### src/rtl/parity_afu_engine.sv
// Streaming parity engine: job-control FSM, one-stage beat register, per-granule parity
// generation and a job-wide parity signature. Optional input parity check: PARITY_AFU_CHECK_EN.
module parity_afu_engine #(
  parameter int DATA_WIDTH  = 512,
  parameter int PAR_GRAN    = 64,
  parameter int COUNT_WIDTH = 16,
  parameter bit ODD         = 1'b1
) (
  input  logic                             clock,
  input  logic                             reset,
  input  logic                             job_valid,
  input  logic [7:0]                       job_command,
  input  logic [COUNT_WIDTH-1:0]           cfg_beats,
  output logic                             job_running,
  output logic                             job_done,
  output logic                             job_error,
  input  logic                             in_valid,
  output logic                             in_ready,
  input  logic [DATA_WIDTH-1:0]            in_data,
  input  logic [DATA_WIDTH/PAR_GRAN-1:0]   in_par,
  output logic                             out_valid,
  input  logic                             out_ready,
  output logic [DATA_WIDTH-1:0]            out_data,
  output logic [DATA_WIDTH/PAR_GRAN-1:0]   out_par,
  output logic [DATA_WIDTH/PAR_GRAN-1:0]   acc_parity,
  output logic [COUNT_WIDTH-1:0]           beat_count
);
  localparam int NPAR = DATA_WIDTH / PAR_GRAN;
  localparam logic [7:0] CMD_START = 8'h90;
  localparam logic [7:0] CMD_RESET = 8'h80;

  // state   | meaning
  // IDLE    | no job since reset / RESET command
  // RUNNING | accepting beats until cfg_beats have been taken
  // DRAIN   | all beats taken, waiting for the last one to leave
  // DONE    | job finished, signature and count held
  typedef enum logic [1:0] {IDLE, RUNNING, DRAIN, DONE} state_t;

  state_t state, state_next;

  logic                   cmd_reset, cmd_start, start_ok, start_bad;
  logic                   accept, consume, last_beat;
  logic [NPAR-1:0]        gran_par;
  logic [COUNT_WIDTH-1:0] cfg_len;

  for (genvar i = 0; i < NPAR; i++) begin : g_par
    assign gran_par[i] = ^in_data[i*PAR_GRAN +: PAR_GRAN];
  end

  assign cmd_reset   = job_valid && (job_command == CMD_RESET);
  assign cmd_start   = job_valid && (job_command == CMD_START);
  assign start_ok    = cmd_start && ((state == IDLE) || (state == DONE));
  assign start_bad   = cmd_start && ((state == RUNNING) || (state == DRAIN));
  assign in_ready    = (state == RUNNING) && (!out_valid || out_ready);
  assign accept      = in_valid && in_ready;
  assign consume     = out_valid && out_ready;
  assign last_beat   = (beat_count + COUNT_WIDTH'(1)) == cfg_len;
  assign job_running = (state == RUNNING) || (state == DRAIN);

  always_ff @(posedge clock) begin
    if (reset) state <= IDLE;
    else       state <= state_next;
  end

  always_comb begin
    state_next = state;
    case (state)
      IDLE, DONE: if (start_ok) state_next = (cfg_beats == '0) ? DONE : RUNNING;
      RUNNING:    if (accept && last_beat) state_next = DRAIN;
      DRAIN:      if (consume) state_next = DONE;
      default:    state_next = IDLE;
    endcase
    if (cmd_reset) state_next = IDLE;
  end

  always_ff @(posedge clock) begin
    if (reset || cmd_reset) begin
      out_valid  <= 1'b0;
      out_data   <= '0;
      out_par    <= '0;
      acc_parity <= '0;
      beat_count <= '0;
      cfg_len    <= '0;
      job_done   <= 1'b0;
      job_error  <= 1'b0;
    end else begin
      job_done <= ((state == DRAIN) && consume) || (start_ok && (cfg_beats == '0));
      if (start_ok) begin
        cfg_len    <= cfg_beats;
        beat_count <= '0;
        acc_parity <= '0;
        job_error  <= 1'b0;
      end else if (start_bad) begin
        job_error <= 1'b1;
      end
      // accept and drain may coincide; out_valid then simply stays high
      if (accept) begin
        out_data   <= in_data;
        out_par    <= gran_par ^ {NPAR{ODD}};
        acc_parity <= acc_parity ^ gran_par;
        beat_count <= beat_count + COUNT_WIDTH'(1);
        out_valid  <= 1'b1;
      end else if (consume) begin
        out_valid <= 1'b0;
      end
`ifdef PARITY_AFU_CHECK_EN
      if (accept && (in_par != (gran_par ^ {NPAR{ODD}}))) job_error <= 1'b1;
`endif
    end
  end

`ifndef PARITY_AFU_CHECK_EN
  logic unused_in_par;
  assign unused_in_par = ^in_par;
`endif

endmodule

### config.mk
export PLATFORM = sky130hd
export DESIGN_NAME = parity_afu_engine
export DESIGN_NICKNAME = d
export VERILOG_FILES = /design/src/rtl/parity_afu_engine.sv
export SDC_FILE = /design/constraint.sdc
export NUM_CORES = 1
export LEC_CHECK = 0
export ABC_CLOCK_PERIOD_IN_PS = 3050
export CELL_PAD_IN_SITES_DETAIL_PLACEMENT = 0
export CELL_PAD_IN_SITES_GLOBAL_PLACEMENT = 1
export CORE_AREA = 5 5 421 423
export DETAILED_ROUTE_END_ITERATION = 7
export DIE_AREA = 0 0 426 428
export PLACE_DENSITY_LB_ADDON = 0.1
export SYNTH_ARGS = -nofsm -noshare
export SYNTH_HDL_FRONTEND = slang
export SYNTH_SLANG_ARGS = --single-unit
### constraint.sdc
create_clock -name clock -period 3.05 [get_ports clock]
set_clock_uncertainty 0.15 [all_clocks]
set_input_delay 0.4575 -clock clock [delete_from_list [all_inputs] [get_ports clock]]
set_output_delay 0.4575 -clock clock [all_outputs]
set_load 0.01 [all_outputs]
==> results of run 1 <==
logic make-up (layout without fill, tap and decap cells):
| logic type | Yosys count | count (layout) |
|---|---|---|
| DFF | 565 | 565 |
| buffers and inverters | 200 | 1392 |
| xor gates and xnor gates | 525 | 525 |
| AOI/OAI and AO/OA | 608 | 608 |
| adders and majority gates | 3 | 3 |
| and+or+nand+nor | 1192 | 1192 |
| other | 0 | 5 |
synth_stat cells (all sizes together) (2+ instances only):
library cell     n  area [um2]
dfxtp          565       11300
and2             2        12.5
a31oi            5        31.3
xnor2          455        3990
nand4            6        37.5
nor2b            8        50.1
nand2b           4        25.0
or3             10        62.6
xor2            70         613
buf             17        67.6
a2111oi          2        23.8
nor2            40         150
o2111ai          2        17.5
clkbuf         178         668
a221o            2        20.0
o21ai           29         145
inv              5        18.8
nor3             7        35.0
nand3b           3        22.5
ha               3        37.5
nor4            10        77.6
nand3            9        45.0
nor3b            2        15.0
or4              2        18.8
a211oi           2        15.0
nand2         1078        4050
and3             4        25.0
a21oi          559        2800
path summary, 6_finish.rpt:
kind	slack [ns]	from	to
setup / recovery	0.13	job_command[1]	state[1]
hold / removal	0.19	cfg_beats[15]	cfg_len[15]
setup reg to reg	0.16	beat_count[0]	state[1]
hold reg to reg	0.30	out_data[389]	out_data[389]
per-layer routing:
metal / share of wire / GRT usage
met4: 0.021 / 0.0335
met1: 0.39 / 0.179
met3: 0.061 / 0.0450
met2: 0.52 / 0.295
met5: 0.00051 / 0
worst min-delay path, stage by stage:
cell	delay, ns
clkdlybuf4s50_1	0.42
nand2_1	0.06
a21oi_1	0.05
layout make-up:
cell class / count / share of cell area
repair buffers: 1247 / 0.301
multi-input cells: 2328 / 0.297
flip-flops and latches: 565 / 0.270
well taps: 2325 / 0.0693
clock buffers: 123 / 0.0577
clock inverters: 17 / 0.00474
inverters: 5 / 0.000447
diodes: 5 / 0.000298
state kept, by name, indices dropped and copies added, names as in the netlist:
| name | count |
|---|---|
| cfg_len | 16 |
| beat_count | 16 |
| job_done | 1 |
| out_data | 512 |
| job_error | 1 |
| acc_parity | 8 |
| out_valid | 1 |
| state | 2 |
| out_par | 8 |
power by group:
| group | internal, mW | total, mW | switching [mW] | leakage (nW) |
|---|---|---|---|---|
| Sequential | 8.08 | 8.44 | 0.357 | 4.56 |
| Combinational | 4.25 | 8.95 | 4.70 | 7.66 |
| Clock | 5.70 | 9.67 | 3.96 | 1.28 |
what timing repair did:
item | in CTS | in global routing
gates resized for setup | 1 | 1
endpoints found under the setup margin | 1 | 1
gates cloned | 0 | 0
through the flow:
step	area (um2)	utilization	hold slack [ns]	TNS [ns]
after floorplan	24500	-	0.295	0
after global placement	39300	0.227	0.290	-84.51
after detailed placement	39300	0.227	0.291	-85.60
after CTS	41900	0.242	0.102	0
after global routing	42000	0.242	0.130	0
final	42000	0.242	0.192	0
==> run summary, run 1 <==
Drt via density - 3.71
Register area - 11300 um2
Core ar. - 173000 um2
Distinct cell type count after synthesis - 47
Max-slew headroom - 0.445
CP endpoint kind - register
Non-filler cells in the finished layout - 6615
TritonCTS clock tree - yes
GRT overflow - 0
Post-Synth XOR/XNOR Area - 0.188
Final setup viols - 0
Simple-gate share of the synthesized area - 0.191
Post-synthesis mux area share - 0
CP Class - in -> reg
Hold Vio Cnt, Final - 0
Chip width - 426 um
Crit-path cells - clkdlybuf4s50_1 > or4_4 > nor4_4 > buf_4 > nand2_2 > a221o_1 > a2111oi_2 > o2111ai_1 > a221oi_1 > a41o_1
Register-to-Register Path Depth - 10
Syn Nets - 3645
Final period util - 0.959
HP Class - in -> reg
Drt first pass iters - 5
Post-synth EDFFs - 0
Worst path required time - 3.54 ns
Achievable frequency - 0.342 GHz
Die Ht - 428 um
Final setup margin - 0.126 ns
Cell Pwr Density - 645 nW/um2
Setup Fix Bufs, Post-CTS - 0
GRT Util Overall - 0.158
Cells after DPL - 6470
IO Port Bufs - 1089
Leading register cell type out of synthesis - dfxtp_1
Initial Util - 0.142
Seq/Total Area, Yosys - 0.462
Period minus WS final - 2.92 ns
Fillers - 19100
Post-synthesis adder-cell area fraction - 0.00153
Vias in the first global route - 25000
Crit path depth - 10
Max-cap viol count - 0
Hpwl dp - 118000 um
First-pass GRT wire length - 206000 um
CTS Buf Count - 84
Slew Limit Fails - 0
Bufs and invs on worst path - 2
Synth Register Bits - 565
Via count - 24600
Worst slew pin tran - 0.829 ns
Root Buffer - clkbuf_16
Average wire per standard cell - 22.7 um
Pin count of the biggest net entering global routing - 122
Mean area per synthesized cell - 7.92 um2
Synth Area in Compound Gates - 0.127
Die area - 182000 um2
Largest family of logic cells by synthesized area - simple AND/OR/NAND/NOR gates
Most common cell after layout, fill and taps aside - clkdlybuf4s50_1
Hold path depth - 3
DRC errors left - 0
Cts hold-fix bufs - 0
Initial DRC count - 992
Placer congestion estimate - 0.809
Status - completed
YS warnings - 0
Initial antenna violation count - 20
Area grow syn2layout - 71.3%
Commonest cells after routing, fill and taps aside - clkdlybuf4s50_1 (1087), nand2_1 (1077), dfxtp_1 (565), a21oi_1 (558), xnor2_1 (455)
Final WL - 150000 um
Leak - 13.5 nW
Final nets - 4783
CP Launch Type - primary input
Syn Std Cell Area - 24500 um2
Slowest-stage cell, CP - or4_4
Asr flop ratio synth - 0
FP Rows - 153
Crit path max-delay family - compound AO/OA/AOI/OAI gates
Crit path max fanout - 2
Antenna Nets Post-Route - 0
Share of layout cells above drive strength 1 - 0.0667
Clk Latency, worst-skew pair - 0.70 ns
Place WS - -0.668 ns
Max clock buf depth - 3
Cells after synthesis - 3093
Total power - 27.1 mW
Area taken by multi-input logic gates - 12500 um2
Clock sink count - 565
CP peak stage delay - 0.56 ns
IO Count - 1098
CTS H-Tree Depth - 3
Clk slew on worst S/H paths - 0.05 ns
Max VDD drop - 0.323 mV
CP arrival - 3.42 ns
Unrepaired setup endpoints after global routing - no
Power figures use the tool's default switching activity.
==> inputs of run 2 (changes only) <==
- CORE_AREA: 5 5 421 423 -> 2 2 430 432
- DIE_AREA: 0 0 426 428 -> 0 0 432 434
==> run 2 against run 1 <==
- worst hold slack lost 0.014 ns
- clock power up 4%
- first-iteration DRC count is 1.4% lower
- critical path depth did not move
- clock-buffer cell count rose by 11
- critical endpoint unchanged
- sequential power about the same
- sequential cell count unchanged
- largest power group unchanged
==> run summary, run 2 (synthesis gave the netlist of run 1 again) <==
Place WS - -0.862 ns (-0.194 ns)
NetSw - 9.30 mW (+3.1%)
Placer congestion estimate - 0.824 (+1.8%)
CP Class - in -> reg
Top flop regs - out_data (512), beat_count (16), cfg_len (16)
CP Launch Type - primary input
Most common cell after layout, fill and taps aside - clkdlybuf4s50_1
TritonCTS clock tree - yes
IO Port Bufs - 1089 (unchanged)
CTS Buf Count - 86 (+2.4%)
CP arrival - 3.42 ns (about the same)
Fillers - 20200 (+5.6%)
Max VDD drop - 0.369 mV (+14%)
Core ar. - 182000 um2 (+5.5%)
Period minus WS final - 2.96 ns (+0.0331 ns)
Hold Vio Cnt, Final - 0 (unchanged)
CP endpoint kind - register
Total power - 27.7 mW (+2.4%)
Number of flip-flops under the largest register name - 512 (unchanged)
Hold Slack - 0.178 ns (-0.0140 ns)
First-pass GRT wire length - 203000 um (-1.4%)
Unrepaired setup endpoints after global routing - no
TNS Setup - 0 ns (unchanged)
Vias in the first global route - 25200 (+0.57%)
Gate power share - 0.330 (about the same)
Cell Pwr Density - 654 nW/um2 (+1.4%)
HP Class - in -> reg
Final WL - 150000 um (+0.14%)
Die area - 187000 um2 (+2.8%)
Root Buffer - clkbuf_16
Hpwl dp - 119000 um (+0.44%)
Via count - 24600 (+0.065%)
Initial Util - 0.134 (-0.00732)
Achievable frequency - 0.338 GHz (-1.1%)
Final setup margin - 0.0931 ns (-0.0331 ns)
CTS H-Tree Depth - 3 (unchanged)
Int Pwr - 18.4 mW (+2.0%)
Max-slew headroom - 0.468 (+0.0229)
Status - completed
Pin count of the biggest net entering global routing - 123 (+0.82%)
Cells after DPL - 6550 (+1.2%)
Clock sink count - 565 (unchanged)
IO Count - 1098 (unchanged)
Clk Latency, worst-skew pair - 0.71 ns (about the same)
Max-cap viol count - 0 (unchanged)
GRT Util Overall - 0.154 (-0.00482)
Worst path required time - 3.51 ns (-0.03 ns)
Share of layout cells above drive strength 1 - 0.0728 (+0.00604)
Non-filler cells in the finished layout - 6706 (+1.4%)
Area after DPL - 39600 um2 (+0.58%)
Switching Fraction - 0.336 (+0.00242)
Cts hold-fix bufs - 0 (unchanged)
DRC errors left - 0 (unchanged)
Setup Fix Bufs, Post-CTS - 0 (unchanged)
Fin area - 42400 um2 (+0.93%)
Area grow syn2layout - 72.9%
Leak - 13.7 nW (+1.4%)
Worst slew pin tran - 0.797 ns (-0.0313 ns)
Most flops, register - out_data
Initial DRC count - 978 (-1.4%)
FP Rows - 157 (+2.6%)
Drt first pass iters - 4 (-1)
Commonest cells after routing, fill and taps aside - clkdlybuf4s50_1 (1087), nand2_1 (1077), dfxtp_1 (565), a21oi_1 (558), xnor2_1 (455)
Final core area utilization - 0.232 (-0.0104)
Drt via density - 3.67 (-1.3%)
Die Ht - 434 um (+1.4%)
Final nets - 4805 (+0.46%)
Crit path max fanout - 2 (unchanged)
Clk slew on worst S/H paths - 0.06 ns (about the same)
Final period util - 0.969 (+0.0109)
Chip width - 432 um (+1.4%)
Flop pwr share - 0.304 (-0.008)
Initial antenna violation count - 20 (unchanged)
Average wire per standard cell - 22.4 um (-1.2%)
Max clock buf depth - 3 (unchanged)
Antenna Nets Post-Route - 0 (unchanged)
Clock share of power - 0.365 (+0.008)
Final setup viols - 0 (unchanged)
Slew Limit Fails - 0 (unchanged)
GRT overflow - 0 (unchanged)
run 2: cell types whose count changed in the layout (fill, tap and decap cells not counted), sizes merged, moves of 2 or more:
cell / previous run / this run
buf: 159 / 178
diode: 5 / 7
clkinvlp: 2 / 0
clkinv: 9 / 11
clkbuf: 123 / 134
run 2: power groups by stage:
stage	clock, mW	sequential [mW]	combinational [mW]
floorplan	0	8.88	3.74
global placement	0	8.57	9.56
detailed placement	0	8.59	9.52
CTS	10.7	8.44	9.56
global route	10.9	8.52	9.99
finish	10.1	8.43	9.15
run 2: worst max-delay path: stages:
cell	delay [ns]
clkdlybuf4s50_1	0.40
or4_4	0.61
nor4_4	0.40
buf_12	0.16
nand2_2	0.07
a221o_1	0.37
a2111oi_2	0.34
o2111ai_1	0.21
buf_4	0.18
a41o_1	0.22
run 2: final timing paths:
check | start | to | slack [ns] | cells after the start
setup reg to reg | beat_count[0] | state[1] | 0.17 | 10
setup / recovery | job_command[1] | state[1] | 0.09 | 10
hold reg to reg | out_data[3] | out_data[3] | 0.30 | 2
hold / removal | cfg_beats[15] | cfg_len[15] | 0.18 | 3
run 2: layout make-up:
| class | instances | area (um2) | area share |
|---|---|---|---|
| repair buffers | 1267 | 12800 | 0.302 |
| multi-input cells | 2328 | 12500 | 0.294 |
| flip-flops and latches | 565 | 11300 | 0.267 |
| well taps | 2385 | 2980 | 0.0705 |
| clock buffers | 134 | 2630 | 0.0620 |
| clock inverters | 15 | 151 | 0.00357 |
| inverters | 5 | 18.8 | 0.000443 |
| diodes | 7 | 17.5 | 0.000414 |
run 2: repair_timing:
action,4_1_cts,5_1_grt
endpoints found under the hold margin,0,0
gates resized for setup,2,1
setup endpoints to repair,2,1
cloned,0,0
pin swaps,1,1
run 2: per-layer routing:
| metal | vias up | GRT usage | routed length, um | share of wire |
|---|---|---|---|---|
| li1 | 12300 | - | - | - |
| met1 | 11500 | 0.176 | 60500 | 0.40 |
| met2 | 572 | 0.278 | 77900 | 0.52 |
| met3 | 171 | 0.0415 | 8090 | 0.054 |
| met4 | 20 | 0.0415 | 3760 | 0.025 |
| met5 | - | 0 | 126 | 0.00084 |
